==> config.mk <==
export PLATFORM = sky130hd
export DESIGN_NAME = mbist_march_ctrl
export DESIGN_NICKNAME = d
export VERILOG_FILES = /design/src/rtl/mbist_pkg.sv /design/src/rtl/mbist_fail_log.sv /design/src/rtl/mbist_march_ctrl.sv
export SDC_FILE = /design/constraint.sdc
export NUM_CORES = 1
export LEC_CHECK = 0
export BUFFER_PORTS_ARGS = -buffer_cell sky130_fd_sc_hd__buf_2
export CAP_MARGIN = 20
export CORE_MARGIN = 2
export CORE_UTILIZATION = 30
export DETAILED_ROUTE_END_ITERATION = 7
export GPL_TIMING_DRIVEN = 0
export HOLD_SLACK_MARGIN = 0.02
export SLEW_MARGIN = 0
export SYNTH_ARGS = -nofsm -noshare
export SYNTH_HDL_FRONTEND = slang
export SYNTH_SLANG_ARGS = --single-unit
==> constraint.sdc <==
create_clock -name clk -period 2.27 [get_ports clk]
set_input_delay 0.227 -clock clk [delete_from_list [all_inputs] [get_ports clk]]
set_output_delay 0.227 -clock clk [all_outputs]
set_load 0.01 [all_outputs]
==> src/rtl/mbist_pkg.sv <==
// Shared types and constants for the March C- memory BIST controller:
// FSM states, the March element table and the background word helper.
package mbist_pkg;

  typedef enum logic [2:0] {
    IDLE,
    WR_ONLY,
    RD,
    CMP,
    WR,
    DONE
  } state_e;

  typedef struct packed {
    logic dir_down;
    logic has_read;
    logic read_bg;
    logic has_write;
    logic write_bg;
  } march_elem_t;

  localparam int NUM_ELEM = 6;
  localparam int ELEM_W   = $clog2(NUM_ELEM);

  // March C-: up(w0) up(r0,w1) up(r1,w0) down(r0,w1) down(r1,w0) up(r0)
  localparam march_elem_t MARCH_TABLE [NUM_ELEM] = '{
    '{dir_down: 1'b0, has_read: 1'b0, read_bg: 1'b0, has_write: 1'b1, write_bg: 1'b0},
    '{dir_down: 1'b0, has_read: 1'b1, read_bg: 1'b0, has_write: 1'b1, write_bg: 1'b1},
    '{dir_down: 1'b0, has_read: 1'b1, read_bg: 1'b1, has_write: 1'b1, write_bg: 1'b0},
    '{dir_down: 1'b1, has_read: 1'b1, read_bg: 1'b0, has_write: 1'b1, write_bg: 1'b1},
    '{dir_down: 1'b1, has_read: 1'b1, read_bg: 1'b1, has_write: 1'b1, write_bg: 1'b0},
    '{dir_down: 1'b0, has_read: 1'b1, read_bg: 1'b0, has_write: 1'b0, write_bg: 1'b0}
  };

  // Widest supported data word; callers size-cast down to their DATA_W.
  localparam int BG_W = 64;

  function automatic logic [BG_W-1:0] bg(input logic b);
    return {BG_W{b}};
  endfunction

endpackage

==> src/rtl/mbist_fail_log.sv <==
// Failing-address log: small CAM of spare-row entries with allocate-on-miss,
// a saturating unique-failure count and an overflow (not repairable) flag.
module mbist_fail_log
  import mbist_pkg::*;
#(
  parameter int ADDR_W   = 4,
  parameter int MAX_FAIL = 2,
  parameter int CNT_W    = $clog2(MAX_FAIL + 2)
) (
  input  logic                       clk,
  input  logic                       rst,
  input  logic                       clr_i,
  input  logic                       log_en_i,
  input  logic [ADDR_W-1:0]          addr_i,
  output logic [MAX_FAIL-1:0]        rep_valid_o,
  output logic [MAX_FAIL*ADDR_W-1:0] rep_addr_o,
  output logic [CNT_W-1:0]           fail_count_o,
  output logic                       overflow_o
);

  localparam logic [CNT_W-1:0] MAX_CNT = CNT_W'(MAX_FAIL);
  localparam logic [CNT_W-1:0] SAT_CNT = CNT_W'(MAX_FAIL + 1);

  logic [MAX_FAIL-1:0]        valid_q, valid_d;
  logic [MAX_FAIL*ADDR_W-1:0] addr_q, addr_d;
  logic [CNT_W-1:0]           count_q, count_d;
  logic                       ovf_q, ovf_d;
  logic [MAX_FAIL-1:0]        hit;
  logic [MAX_FAIL-1:0]        alloc;
  logic                       found;
  logic                       new_fail;

  for (genvar gi = 0; gi < MAX_FAIL; gi++) begin : g_entry
    assign hit[gi] = valid_q[gi] && (addr_q[gi*ADDR_W +: ADDR_W] == addr_i);
  end

  // Lowest-index free entry gets the next new failing address.
  always_comb begin
    alloc = '0;
    found = 1'b0;
    for (int i = 0; i < MAX_FAIL; i++) begin
      if (!valid_q[i] && !found) begin
        alloc[i] = 1'b1;
        found    = 1'b1;
      end
    end
  end

  assign new_fail = log_en_i && (hit == '0);

  always_comb begin
    valid_d = valid_q;
    addr_d  = addr_q;
    count_d = count_q;
    ovf_d   = ovf_q;
    if (clr_i) begin
      valid_d = '0;
      addr_d  = '0;
      count_d = '0;
      ovf_d   = 1'b0;
    end else if (new_fail) begin
      if (count_q < MAX_CNT) begin
        valid_d = valid_q | alloc;
        count_d = count_q + 1'b1;
        for (int i = 0; i < MAX_FAIL; i++) begin
          if (alloc[i]) addr_d[i*ADDR_W +: ADDR_W] = addr_i;
        end
      end else begin
        count_d = SAT_CNT;
        ovf_d   = 1'b1;
      end
    end
  end

  always_ff @(posedge clk or posedge rst) begin
    if (rst) begin
      valid_q <= '0;
      addr_q  <= '0;
      count_q <= '0;
      ovf_q   <= 1'b0;
    end else begin
      valid_q <= valid_d;
      addr_q  <= addr_d;
      count_q <= count_d;
      ovf_q   <= ovf_d;
    end
  end

  assign rep_valid_o  = valid_q;
  assign rep_addr_o   = addr_q;
  assign fail_count_o = count_q;
  assign overflow_o   = ovf_q;

endmodule

==> src/rtl/mbist_march_ctrl.sv <==
// March C- BIST sequencer for a single-port SRAM: walks the element table,
// drives address/data/strobes, compares reads and feeds the repair log.
module mbist_march_ctrl
  import mbist_pkg::*;
#(
  parameter int ADDR_W   = 4,
  parameter int DATA_W   = 8,
  parameter int MAX_FAIL = 2
) (
  input  logic                            clk,
  input  logic                            rst,
  input  logic                            start,
  output logic [ADDR_W-1:0]               mem_addr,
  output logic [DATA_W-1:0]               mem_wdata,
  output logic                            mem_we,
  output logic                            mem_re,
  input  logic [DATA_W-1:0]               mem_rdata,
  output logic                            busy,
  output logic                            done,
  output logic                            fail,
  output logic                            repairable,
  output logic [$clog2(MAX_FAIL+2)-1:0]   fail_count,
  output logic [MAX_FAIL-1:0]             rep_valid,
  output logic [MAX_FAIL*ADDR_W-1:0]      rep_addr
);

  localparam int                CNT_W    = $clog2(MAX_FAIL + 2);
  localparam logic [ADDR_W-1:0] ADDR_MAX = '1;

  state_e              state_q, state_d;
  logic [ELEM_W-1:0]   elem_q, elem_d;
  logic [ADDR_W-1:0]   addr_q, addr_d;
  logic                fail_q, fail_d;

  march_elem_t         cur;
  logic [ELEM_W-1:0]   elem_inc;
  logic                last_addr;
  logic                last_elem;
  logic [ADDR_W-1:0]   step_addr;
  logic                mismatch;
  logic                advance;
  logic                log_en;
  logic                log_clr;
  logic                overflow;

  assign cur       = MARCH_TABLE[elem_q];
  assign elem_inc  = elem_q + 1'b1;
  assign last_elem = (elem_q == ELEM_W'(NUM_ELEM - 1));
  assign last_addr = cur.dir_down ? (addr_q == '0) : (addr_q == ADDR_MAX);
  assign step_addr = cur.dir_down ? (addr_q - 1'b1) : (addr_q + 1'b1);
  assign mismatch  = (mem_rdata != DATA_W'(bg(cur.read_bg)));

  always_comb begin
    state_d = state_q;
    elem_d  = elem_q;
    addr_d  = addr_q;
    fail_d  = fail_q;
    advance = 1'b0;
    log_en  = 1'b0;
    log_clr = 1'b0;

    case (state_q)
      IDLE, DONE: begin
        if (start) begin
          elem_d  = '0;
          addr_d  = MARCH_TABLE[0].dir_down ? ADDR_MAX : '0;
          state_d = MARCH_TABLE[0].has_read ? RD : WR_ONLY;
          fail_d  = 1'b0;
          log_clr = 1'b1;
        end
      end
      WR_ONLY: advance = 1'b1;
      RD:      state_d = CMP;
      CMP: begin
        log_en = mismatch;
        fail_d = fail_q | mismatch;
        if (cur.has_write) state_d = WR;
        else               advance = 1'b1;
      end
      WR:      advance = 1'b1;
      default: state_d = IDLE;
    endcase

    // Step within the element, or roll straight into the next one.
    if (advance) begin
      if (!last_addr) begin
        addr_d  = step_addr;
        state_d = cur.has_read ? RD : WR_ONLY;
      end else if (last_elem) begin
        state_d = DONE;
      end else begin
        elem_d  = elem_inc;
        addr_d  = MARCH_TABLE[elem_inc].dir_down ? ADDR_MAX : '0;
        state_d = MARCH_TABLE[elem_inc].has_read ? RD : WR_ONLY;
      end
    end
  end

  always_ff @(posedge clk or posedge rst) begin
    if (rst) begin
      state_q <= IDLE;
      elem_q  <= '0;
      addr_q  <= '0;
      fail_q  <= 1'b0;
    end else begin
      state_q <= state_d;
      elem_q  <= elem_d;
      addr_q  <= addr_d;
      fail_q  <= fail_d;
    end
  end

  mbist_fail_log #(
    .ADDR_W   (ADDR_W),
    .MAX_FAIL (MAX_FAIL),
    .CNT_W    (CNT_W)
  ) u_fail_log (
    .clk          (clk),
    .rst          (rst),
    .clr_i        (log_clr),
    .log_en_i     (log_en),
    .addr_i       (addr_q),
    .rep_valid_o  (rep_valid),
    .rep_addr_o   (rep_addr),
    .fail_count_o (fail_count),
    .overflow_o   (overflow)
  );

  assign mem_addr   = addr_q;
  assign mem_we     = (state_q == WR_ONLY) || (state_q == WR);
  assign mem_re     = (state_q == RD);
  assign mem_wdata  = mem_we ? DATA_W'(bg(cur.write_bg)) : '0;
  assign busy       = state_q inside {WR_ONLY, RD, CMP, WR};
  assign done       = (state_q == DONE);
  assign fail       = fail_q;
  assign repairable = ~overflow;

endmodule

==> reports/results.ini <==
[cells_and_area]
finish.utilization_pct = 38.56
stdcell_count = 294
drive_above_1_share_pct = 32.88
design_area_mm2 = 0.002097
area_delta_synth_final_pct = 26.11
antenna_cells = 0
n_fill_cell = 557
fin_nets = 243

[yosys]
yosys.area.top_type = dfrtp_1
ys_top_cells_by_area = dfrtp_1 36%, mux2i_1 7.2%, ha_1 6.0%, xor2_1 4.2%, nand2_1 3.8%
netlist_area_mm2 = 0.001663
yosysSeqAreaShare_pct = 36.12
syn-num-nets = 194
synth-seq-cells = 24
synth_cells = 174
yosysTopAreaCellShare_pct = 36.12
ys_warn_count = 0
synth-edff-count = 0
synth_ff_type = dfrtp_1
ys_types = 47
synth_commonest_cells = 24 x dfrtp_1, 17 x nand2_1, 12 x mux2i_1
async_flop_share_pct = 100.0
yosysMostFrequentCell = dfrtp_1
syn_area_per_cell_um2 = 9.557

[clocking]
clk_latency_ns = 0.27
cts_sinks = 24
clkTransAtPathRegs_ns = 0.09
htree_levels = 1
clock_path_buffers = 2
cts_root_buffer = clkbuf_8
cts_buffers = 3
hold_buffers = 0
cts_tree = done

[drt]
wl_per_cell_um = 12.71
wl_met1_um = 1880
firstDrtPassIters = 4
highest_layer = met4
met2WireLength_um = 1701
wl_met3_um = 117
ant_nets = 0
route.detailed.drc = 0
drt_wl_total_um = 3736
via_per_inst = 4.690
num_vias = 1379
drtIter0Drc = 52

[setup_path]
end_kind = flop
reg2regPathDepth = 9
cp.buffers_inverters = 0
arrival_ns = 2.34
cp-start-kind = flop
cp.depth = 9
required_ns = 2.42
cp_max_fo = 7
slowest_delay_ns = 0.46
cp_slowest_cell = dfrtp_2
worstSetupPathType = flop to flop
cp_top_family = adder cells
crit_top_cell = ha_1
path_cells = ha_1 -> nand2b_1 -> nand2_2 -> ha_1 -> a21o_1 -> a21oi_2 -> xor2_1 -> mux2i_1 -> o221ai_1

[die]
die_w_um = 78.45
initial_core_util_pct = 30.57
ioPinCount = 41
dieArea_mm2 = 0.006154
rows = 27
die_h_um = 78.45
fp.coreArea_mm2 = 0.005439

[sta]
hold_viol = 0
fin_skew_ns = 0.001218
setup_viol = 0
slew_viol_final = 0
fin_hold_ws_ns = 0.1303
rsz0062_at_grt = true
fin_crit_ns = 2.196
fin_tns_setup_ns = 0
tightest_slew_ns = 0.8950
period_share_pct = 96.75
fmax_ghz = 0.4553
relSlewSlack_pct = 40.27

[power]
irDropWorstVdd_mv = 0.3814
leakagePower_uw = 0.001081
cellPowerDensity_mw_per_mm2 = 826.3

[run]
max-cap-violations = 0

[place]
place_inst = 286
placed_cell_area_mm2 = 0.001953
io_buffers = 40
dp_hpwl_um = 2752
gp_congestion = 0.8337

[grt]
antenna_found_initial = 0
grt_pass1_wl_um = 6292
grt_max_degree = 25
first_global_vias = 1355
grt-ovfl-total = 0
grtUsageTotal_pct = 12.72

[worst_hold_path]
hold_class = primary input to async pin

[status]
outcome = finished clean

report_power, final:
part / total [uW] / switching, uW / leakage (uW) / internal, uW
Combinational: 802 / 470 / 0.000720 / 331
Sequential: 550 / 69.9 / 0.000325 / 480
Clock: 381 / 145 / 0.0000357 / 236
metal layers:
layer	track usage [%]	vias up
met5	0	-
met4	3.158	0
met3	2.299	4
met2	20.52	22
met1	17.66	643
li1	-	710
flip-flops by register name (all words and copies together) (netlist names):
name                     count
u_fail_log.overflow_o        1
u_fail_log.rep_addr_o        8
state_q                      3
fail                         1
u_fail_log.rep_valid_o       2
u_fail_log.fail_count_o      2
mem_addr                     4
elem_q                       3
kinds of logic (layout without fill, tap and decap cells):
| group | Yosys count | after routing | synth area share, % |
|---|---|---|---|
| AND/OR/NAND/NOR | 59 | 59 | 20.47 |
| AO/OA/AOI/OAI | 33 | 33 | 14.75 |
| buffers and inverters | 25 | 73 | 7.900 |
| flip-flops | 24 | 24 | 36.12 |
| XOR/XNOR | 12 | 12 | 6.320 |
| multiplexers | 12 | 12 | 7.224 |
| adder cells (fa/ha/maj) | 9 | 9 | 7.224 |
repair_timing:
item,4_1_cts,5_1_grt
setup endpoints to repair,9,8
gates cloned,0,0
buffers inserted,1,4
gates resized for setup,3,6
pin swaps,0,1
placed cells by master (no fill, tap or decap), types with 2 or more instances in the layout:
cell | netlist | layout
a21oi_1 | 10 | 9
and3b_1 | 2 | 2
buf_2 | 3 | 42
buf_4 | 7 | 12
clkbuf_1 | 5 | 4
clkbuf_8 | 0 | 3
dfrtp_1 | 24 | 23
ha_1 | 8 | 8
inv_1 | 9 | 9
mux2i_1 | 12 | 12
nand2_1 | 17 | 16
nand2b_1 | 4 | 3
nand3_1 | 3 | 3
nand3b_1 | 2 | 2
nand4_1 | 4 | 4
nor2_1 | 7 | 7
nor2b_1 | 3 | 3
nor3_1 | 3 | 3
nor3b_1 | 2 | 2
nor4_1 | 3 | 2
nor4_4 | 1 | 2
o21a_1 | 3 | 2
o22a_1 | 2 | 2
o22ai_1 | 3 | 3
o2bb2ai_1 | 3 | 3
xnor2_1 | 4 | 4
xor2_1 | 8 | 8
worst paths after layout:
| path | startpoint | end | slack, ns |
|---|---|---|---|
| min reg2reg | fail | fail | 0.51 |
| min | rst | state_q[1] | 0.13 |
| max reg2reg | elem_q[0] | mem_addr[3] | 0.07 |
| max in group asynchronous | rst | elem_q[0] | 1.53 |
| min in group clk | start | state_q[0] | 0.20 |
| max | elem_q[0] | mem_addr[3] | 0.07 |
final cells by class:
cell class / count / area (um^2) / area share [%]
inverters: 9 / 33.78 / 1.611
multi-input cells: 125 / 965.9 / 46.06
plain buffers: 15 / 96.34 / 4.594
clock buffers: 3 / 41.29 / 1.969
repair buffers: 45 / 237.7 / 11.34
flip-flops and latches: 24 / 601.8 / 28.70
well taps: 72 / 90.09 / 4.296
clock inverters: 1 / 30.03 / 1.432
stage by stage:
| stage | setup WS [ns] | power, uW |
|---|---|---|
| CTS | 0.02153 | 1739 |
| finish | 0.07381 | 1733 |
| global route | -0.06101 | 1865 |
| detailed placement | -0.08847 | 1351 |
| floorplan | 0.1297 | 1131 |
| global placement | -0.07601 | 1347 |
(Power assumes the default switching activity.)
